===== src/rtl/keypad_scanner.sv =====
// 4x4 active-low key matrix scanner: rotates one low column strobe, samples the rows once per slot,
// and debounces whole-scan results into a single accepted key with press/held/release signalling.
module keypad_scanner #(
    parameter int SCAN_DIV       = 1350,
    parameter int DEBOUNCE_SCANS = 4
) (
    input  logic       clk,
    input  logic       rst_n,
    input  logic [3:0] rows_n,
    output logic [3:0] col_n,
    output logic [3:0] key_code,
    output logic       key_valid,
    output logic       key_held,
    output logic       key_release
);
    localparam int DIV_W = (SCAN_DIV > 1) ? $clog2(SCAN_DIV) : 1;

    typedef enum logic [1:0] {IDLE, CAND, PRESSED, REL} state_t;

    logic [3:0]       rows_meta, rows_sync;
    logic [DIV_W-1:0] div_cnt;
    logic [1:0]       col_idx, col_next;
    logic             tick, scan_end;
    logic [1:0]       acc_hits;
    logic [3:0]       acc_code;
    logic [1:0]       col_hits, row_sel, tot_hits;
    logic [2:0]       hit_sum;
    logic [3:0]       hit_code;
    logic             is_none, is_single;

    state_t     state, state_nx;
    logic [3:0] cnt, cnt_nx, cand, cand_nx, code_nx;
    logic       valid_nx, release_nx, held_nx;

    assign tick     = (div_cnt == DIV_W'(SCAN_DIV - 1));
    assign scan_end = tick && (col_idx == 2'd3);
    assign col_next = col_idx + 2'd1;

    // Hits in the current column merged with the rest of the scan, saturating at 2.
    always_comb begin
        col_hits = 2'd0;
        row_sel  = 2'd0;
        for (int r = 0; r < 4; r++) begin
            if (!rows_sync[r]) begin
                row_sel = 2'(r);
                if (col_hits != 2'd2) col_hits = col_hits + 2'd1;
            end
        end
        hit_sum   = {1'b0, acc_hits} + {1'b0, col_hits};
        tot_hits  = (hit_sum >= 3'd2) ? 2'd2 : hit_sum[1:0];
        hit_code  = (col_hits != 2'd0) ? {col_idx, row_sel} : acc_code;
        is_none   = (tot_hits == 2'd0);
        is_single = (tot_hits == 2'd1);
    end

    always_ff @(posedge clk) begin
        if (!rst_n) begin
            rows_meta <= 4'hF;
            rows_sync <= 4'hF;
            div_cnt   <= '0;
            col_idx   <= 2'd0;
            col_n     <= 4'b1110;
            acc_hits  <= 2'd0;
            acc_code  <= 4'd0;
        end else begin
            rows_meta <= rows_n;
            rows_sync <= rows_meta;
            div_cnt   <= tick ? '0 : div_cnt + DIV_W'(1);
            if (tick) begin
                col_idx <= col_next;
                col_n   <= ~(4'b0001 << col_next);
                if (scan_end) begin
                    acc_hits <= 2'd0;
                    acc_code <= 4'd0;
                end else begin
                    acc_hits <= tot_hits;
                    acc_code <= hit_code;
                end
            end
        end
    end

    // Debounce FSM advances only on complete scan results.
    always_comb begin
        state_nx   = state;
        cnt_nx     = cnt;
        cand_nx    = cand;
        code_nx    = key_code;
        valid_nx   = 1'b0;
        release_nx = 1'b0;
        if (scan_end) begin
            case (state)
                IDLE: begin
                    if (is_single) begin
                        state_nx = CAND;
                        cand_nx  = hit_code;
                        cnt_nx   = 4'd1;
                    end
                end
                CAND: begin
                    if (is_single && hit_code == cand) begin
                        if (cnt + 4'd1 == 4'(DEBOUNCE_SCANS)) begin
                            state_nx = PRESSED;
                            code_nx  = cand;
                            valid_nx = 1'b1;
                        end else begin
                            cnt_nx = cnt + 4'd1;
                        end
                    end else if (is_single) begin
                        cand_nx = hit_code;
                        cnt_nx  = 4'd1;
                    end else begin
                        state_nx = IDLE;
                    end
                end
                PRESSED: begin
                    if (is_none) begin
                        state_nx = REL;
                        cnt_nx   = 4'd1;
                    end
                end
                REL: begin
                    if (is_none) begin
                        if (cnt + 4'd1 == 4'(DEBOUNCE_SCANS)) begin
                            state_nx   = IDLE;
                            release_nx = 1'b1;
                        end else begin
                            cnt_nx = cnt + 4'd1;
                        end
                    end else begin
                        state_nx = PRESSED;
                    end
                end
                default: state_nx = IDLE;
            endcase
        end
        held_nx = (state_nx == PRESSED) || (state_nx == REL);
    end

    always_ff @(posedge clk) begin
        if (!rst_n) begin
            state       <= IDLE;
            cnt         <= 4'd0;
            cand        <= 4'd0;
            key_code    <= 4'd0;
            key_valid   <= 1'b0;
            key_held    <= 1'b0;
            key_release <= 1'b0;
        end else begin
            state       <= state_nx;
            cnt         <= cnt_nx;
            cand        <= cand_nx;
            key_code    <= code_nx;
            key_valid   <= valid_nx;
            key_held    <= held_nx;
            key_release <= release_nx;
        end
    end
endmodule


===== config.mk =====
export PLATFORM = sky130hd
export DESIGN_NAME = keypad_scanner
export DESIGN_NICKNAME = d
export VERILOG_FILES = /design/src/rtl/keypad_scanner.sv
export SDC_FILE = /design/constraint.sdc
export NUM_CORES = 1
export LEC_CHECK = 0
export CORE_ASPECT_RATIO = 0.9
export CORE_MARGIN = 10
export CORE_UTILIZATION = 30
export CTS_CLUSTER_DIAMETER = 60
export DETAILED_ROUTE_END_ITERATION = 8
export PLACE_DENSITY = 0.49
export SLEW_MARGIN = 40
export SYNTH_ARGS = -nofsm -noshare
export SYNTH_HDL_FRONTEND = slang
export SYNTH_SLANG_ARGS = --single-unit

===== constraint.sdc =====
create_clock -name clk -period 3.6 [get_ports clk]
set_input_delay 0.36 -clock clk [delete_from_list [all_inputs] [get_ports clk]]
set_output_delay 0.36 -clock clk [all_outputs]
set_load 0.1 [all_outputs]

==> summary.log <==
qor: clock_tree.cts_hold_repair.buffers 0
qor: critical_path.cp_max_fo 7
qor: sta.fmaxAchievable 0.300 GHz
qor: clock_tree.clock_tree.htree_level_count 2
qor: layout.layout_cell_share_with_drive_strength_beyond_1 11.8%
qor: floorplanning.coreArea 0.00766 mm2
qor: global_routing.global_route.usage.total 8.03%
qor: floorplanning.ioPinCount 17
qor: sta.timing.setup.tns 0 ns
qor: power.power.net_switching 0.232 mW
qor: power.combPwrFrac 7.1%
qor: layout.finalNetCount 306
qor: detailed_routing.drcViolationCount 0
qor: floorplanning.rows 30
qor: min_path.holdCritPathClass register to register
qor: global_routing.gr-usage-met3 2.34%
qor: detailed_routing.routed_wirelength_normalized_by_instance_count 12.6 um
qor: power.leakage_dissipation 1.08 nW
qor: global_routing.most_used_routing_layer met2
qor: critical_path.worst_path_most_repeated_cell ha_1
qor: job.maxcap_violations 0
qor: critical_path.critical-path-top-delay-family adder cells
qor: placed_design.post-dp-hpwl 3490 um
qor: yosys.number_of_enable_flip_flop_cells_after_synthesis 0
qor: yosys.netlist_top_cells_area dfxtp_1 (40%), ha_1 (6.3%), mux2i_1 (4.2%), nand2_1 (3.9%), nor2_1 (3.5%)
qor: clock_tree.cts_tree yes
qor: power.power.share.clock 38.8%
qor: power.power-per-cell-area 369 mW/mm2
qor: detailed_routing.detailroute.via_count 1,872
qor: clock_tree.clock_tree_buf_depth 2
qor: global_routing.global_route.usage.met2 11.4%
qor: sta.final.setup_skew 0.00600 ns
qor: critical_path.start_kind register
qor: global_routing.groute.layer.met1.usage 11.3%
qor: global_routing.vias_in_the_first_global_route 1,711
qor: sta.rsz0062_at_grt false
qor: critical_path.crit_path_cell_trace inv_1 -> ha_1 -> mux2i_1 -> ha_1 -> nor2_1 -> a21oi_1 -> ha_1 -> inv_1 -> fa_1 -> nand3_1 -> nor4_4 -> buf_4 -> o211ai_1 -> o311ai_1
qor: critical_path.crit_slowest_cell fa_1
qor: yosys.proportion_of_synthesized_flip_flops_having_asynchronous_set_or_reset 0%
qor: sta.timing.final.max_slew_violations 0
qor: layout.finish.instance_area 0.00273 mm2
qor: sta.hold_slack 0.414 ns
qor: power.internal-power 0.774 mW
qor: yosys.yosysSeqAreaShare 40.1%
qor: global_routing.grt_first_pass_wirelength 8140 um
qor: critical_path.cp_data_required_time 3.80 ns
qor: floorplanning.initial_core_util 31.3%
qor: placed_design.place.gp.congestion 0.771
qor: layout.syn_to_final_growth 14.0%
qor: power.power.share.switching 23.0%
qor: layout.n_antenna_cell 0
qor: critical_path.max_stage_delay 0.53 ns
qor: global_routing.global_route.overflow_total 0
qor: detailed_routing.routed_via_density 4.88
qor: yosys.yosysTopAreaCell dfxtp_1
qor: clock_tree.cts.sinks 48
qor: yosys.synth-main-ff-cell dfxtp_1
qor: global_routing.antenna_found_initial 0
qor: sta.finalCriticalPeriod 3.33 ns
qor: detailed_routing.number_of_design_rule_violations_left_by_the_first_detailed_router_iteration 100
qor: placed_design.buffer_ports.inserted 16
qor: yosys.mapped_cells 268
qor: yosys.synth_area 0.00239 mm2
qor: detailed_routing.drt_pass1_iterations 4
qor: power.peakVddDrop 0.000133 V
qor: floorplanning.die_width 114 um
qor: sta.setup_violations 0
qor: yosys.synthesis.yosys.warnings 0
qor: clock_tree.clock_insertion_delay_worst_skew 0.29 ns
qor: outcome.run_status finished, final reports clean
qor: clock_tree.cts_repair_resize_count 0
qor: clock_tree.root_buffer clkbuf_8
qor: clock_tree.worst_setup_hold_path_clk_slew 0.09 ns
qor: sta.max_slew.worst_pin.slew 0.628 ns
qor: detailed_routing.detail_route.wirelength 4850 um
qor: critical_path.crit_buf_inv 3
qor: sta.timing.final.crit_share 92.6%
qor: critical_path.critPathArrivalTime 3.53 ns
qor: floorplanning.dieHeight 105 um
qor: yosys.ys_seq_elements 48
qor: detailed_routing.antenna_left 0
qor: clock_tree.post-cts-setup-buffer-count 0
qor: placed_design.post_dp_cell_area 0.00261 mm2
qor: yosys.synth.top_cells.by_count dfxtp_1 (48), nand2_1 (25), nor2_1 (22)
qor: sta.slew_headroom 57.8%
qor: yosys.yosys.area.top_type_share 40.1%
qor: yosys.netlist-cell-type-count 50
qor: yosys.postSynthAreaPerCell 8.93 um2
qor: sta.hold_violations 0
qor: critical_path.setup.worst_path.class register to register
qor: clock_tree.cts_inserted_buffers 5
qor: global_routing.maximum_number_of_pins_on_one_net_before_global_route_repair 26
qor: yosys.syn_nets 287
qor: yosys.most_frequent_cell_after_synthesis dfxtp_1
qor: power.power_frac_seq 54.0%
qor: floorplanning.design.die.area 0.0120 mm2
qor: critical_path.critical_path.endpoint_type register
-- power groups by stage --
stage	logic [mW]	registers, mW	clock network [mW]
2_1_floorplan	0.0545	0.554	0
3_3_place_gp	0.0727	0.556	0
3_5_place_dp	0.0719	0.556	0
4_1_cts	0.0723	0.543	0.408
5_1_grt	0.0797	0.545	0.423
6_report	0.0719	0.543	0.391
-- worst reg2reg max path, stage by stage (launching register included) --
cell and delay (ns):
dfxtp_1 0.36, inv_1 0.05, ha_1 0.32, mux2i_1 0.21
ha_1 0.23, nor2_1 0.05, a21oi_1 0.16, ha_1 0.17
inv_1 0.04, fa_1 0.53, nand3_1 0.23, nor4_4 0.32
buf_4 0.19, o211ai_1 0.12, o311ai_1 0.25
-- metrics by stage --
stage | total power [mW] | std cells | util [%] | setup WS [ns]
after floorplan | 0.608 | 268 | - | 0.600
after global placement | 0.628 | 374 | 34.8 | 0.350
after detailed placement | 0.628 | 374 | 34.0 | 0.289
after CTS | 1.02 | 382 | 35.4 | 0.257
after global routing | 1.05 | 384 | 35.6 | 0.0304
final | 1.01 | 384 | 35.6 | 0.268
-- cell families (layout without fill, tap and decap cells) --
logic type	count (synthesis)	count (layout)	synth area share [%]
and+or+nand+nor	110	110	24.8
AOI/OAI and AO/OA	50	50	14.4
DFF	48	48	40.1
buffers and inverters	22	42	3.61
adders and majority gates	13	13	7.11
xor gates and xnor gates	13	13	4.76
muxes	12	12	5.12
-- path summary, 6_finish.rpt --
check                                             start                       to  slack (ns)  cells past startpoint
worst min register to register  rows_meta[3]$_SDFF_PN1_  rows_sync[3]$_SDFF_PN1_        0.41                      1
worst min-delay path            rows_meta[3]$_SDFF_PN1_  rows_sync[3]$_SDFF_PN1_        0.41                      1
worst max-delay path            rows_sync[1]$_SDFF_PN1_      cnt[3]$_SDFFE_PN0P_        0.27                     14
worst max register to register  rows_sync[1]$_SDFF_PN1_      cnt[3]$_SDFFE_PN0P_        0.27                     14
-- registers in the layout, summed over array words and instances, names as in the netlist, 2 cells and up --
| name | count |
|---|---|
| col_idx | 2 |
| cand | 4 |
| rows_sync | 4 |
| col_n | 4 |
| key_code | 4 |
| acc_hits | 2 |
| acc_code | 4 |
| rows_meta | 4 |
| state | 2 |
| cnt | 4 |
| div_cnt | 11 |
-- per-layer routing --
layer	share of wire, %	wire length [um]
met1	55	2650
met3	3.1	151
met2	42	2020
met5	0	0
met4	0.60	29
-- cell type report --
type	instances	area (um2)
fill	813	4930
sequential	48	961
tap	96	120
timing repair buffer	23	153
inverter	11	41.3
clock inverter	2	35.0
multi-input combinational	198	1350
clock buffer	6	72.6
-- placed cells by master, fill, tap and decap left out, drive strengths merged, types with 2 or more instances in the layout --
| cell | count |
|---|---|
| xnor2 | 7 |
| clkbuf | 6 |
| dfxtp | 48 |
| xor2 | 6 |
| and2 | 4 |
| or2 | 2 |
| a22oi | 2 |
| nand2 | 25 |
| nor3 | 6 |
| mux2 | 2 |
| nand3 | 9 |
| o21ai | 12 |
| nand4 | 3 |
| ha | 12 |
| inv | 11 |
| buf | 19 |
| and3 | 4 |
| or4 | 3 |
| o21a | 4 |
| nor2b | 7 |
| nor2 | 22 |
| mux2i | 10 |
| nand2b | 9 |
| a21oi | 10 |
| o211ai | 5 |
| a31oi | 2 |
| a211oi | 5 |
| or3 | 4 |
| nor4 | 4 |
| clkdlybuf4s50 | 4 |
No activity file was read; power rests on OpenSTA's default activity.
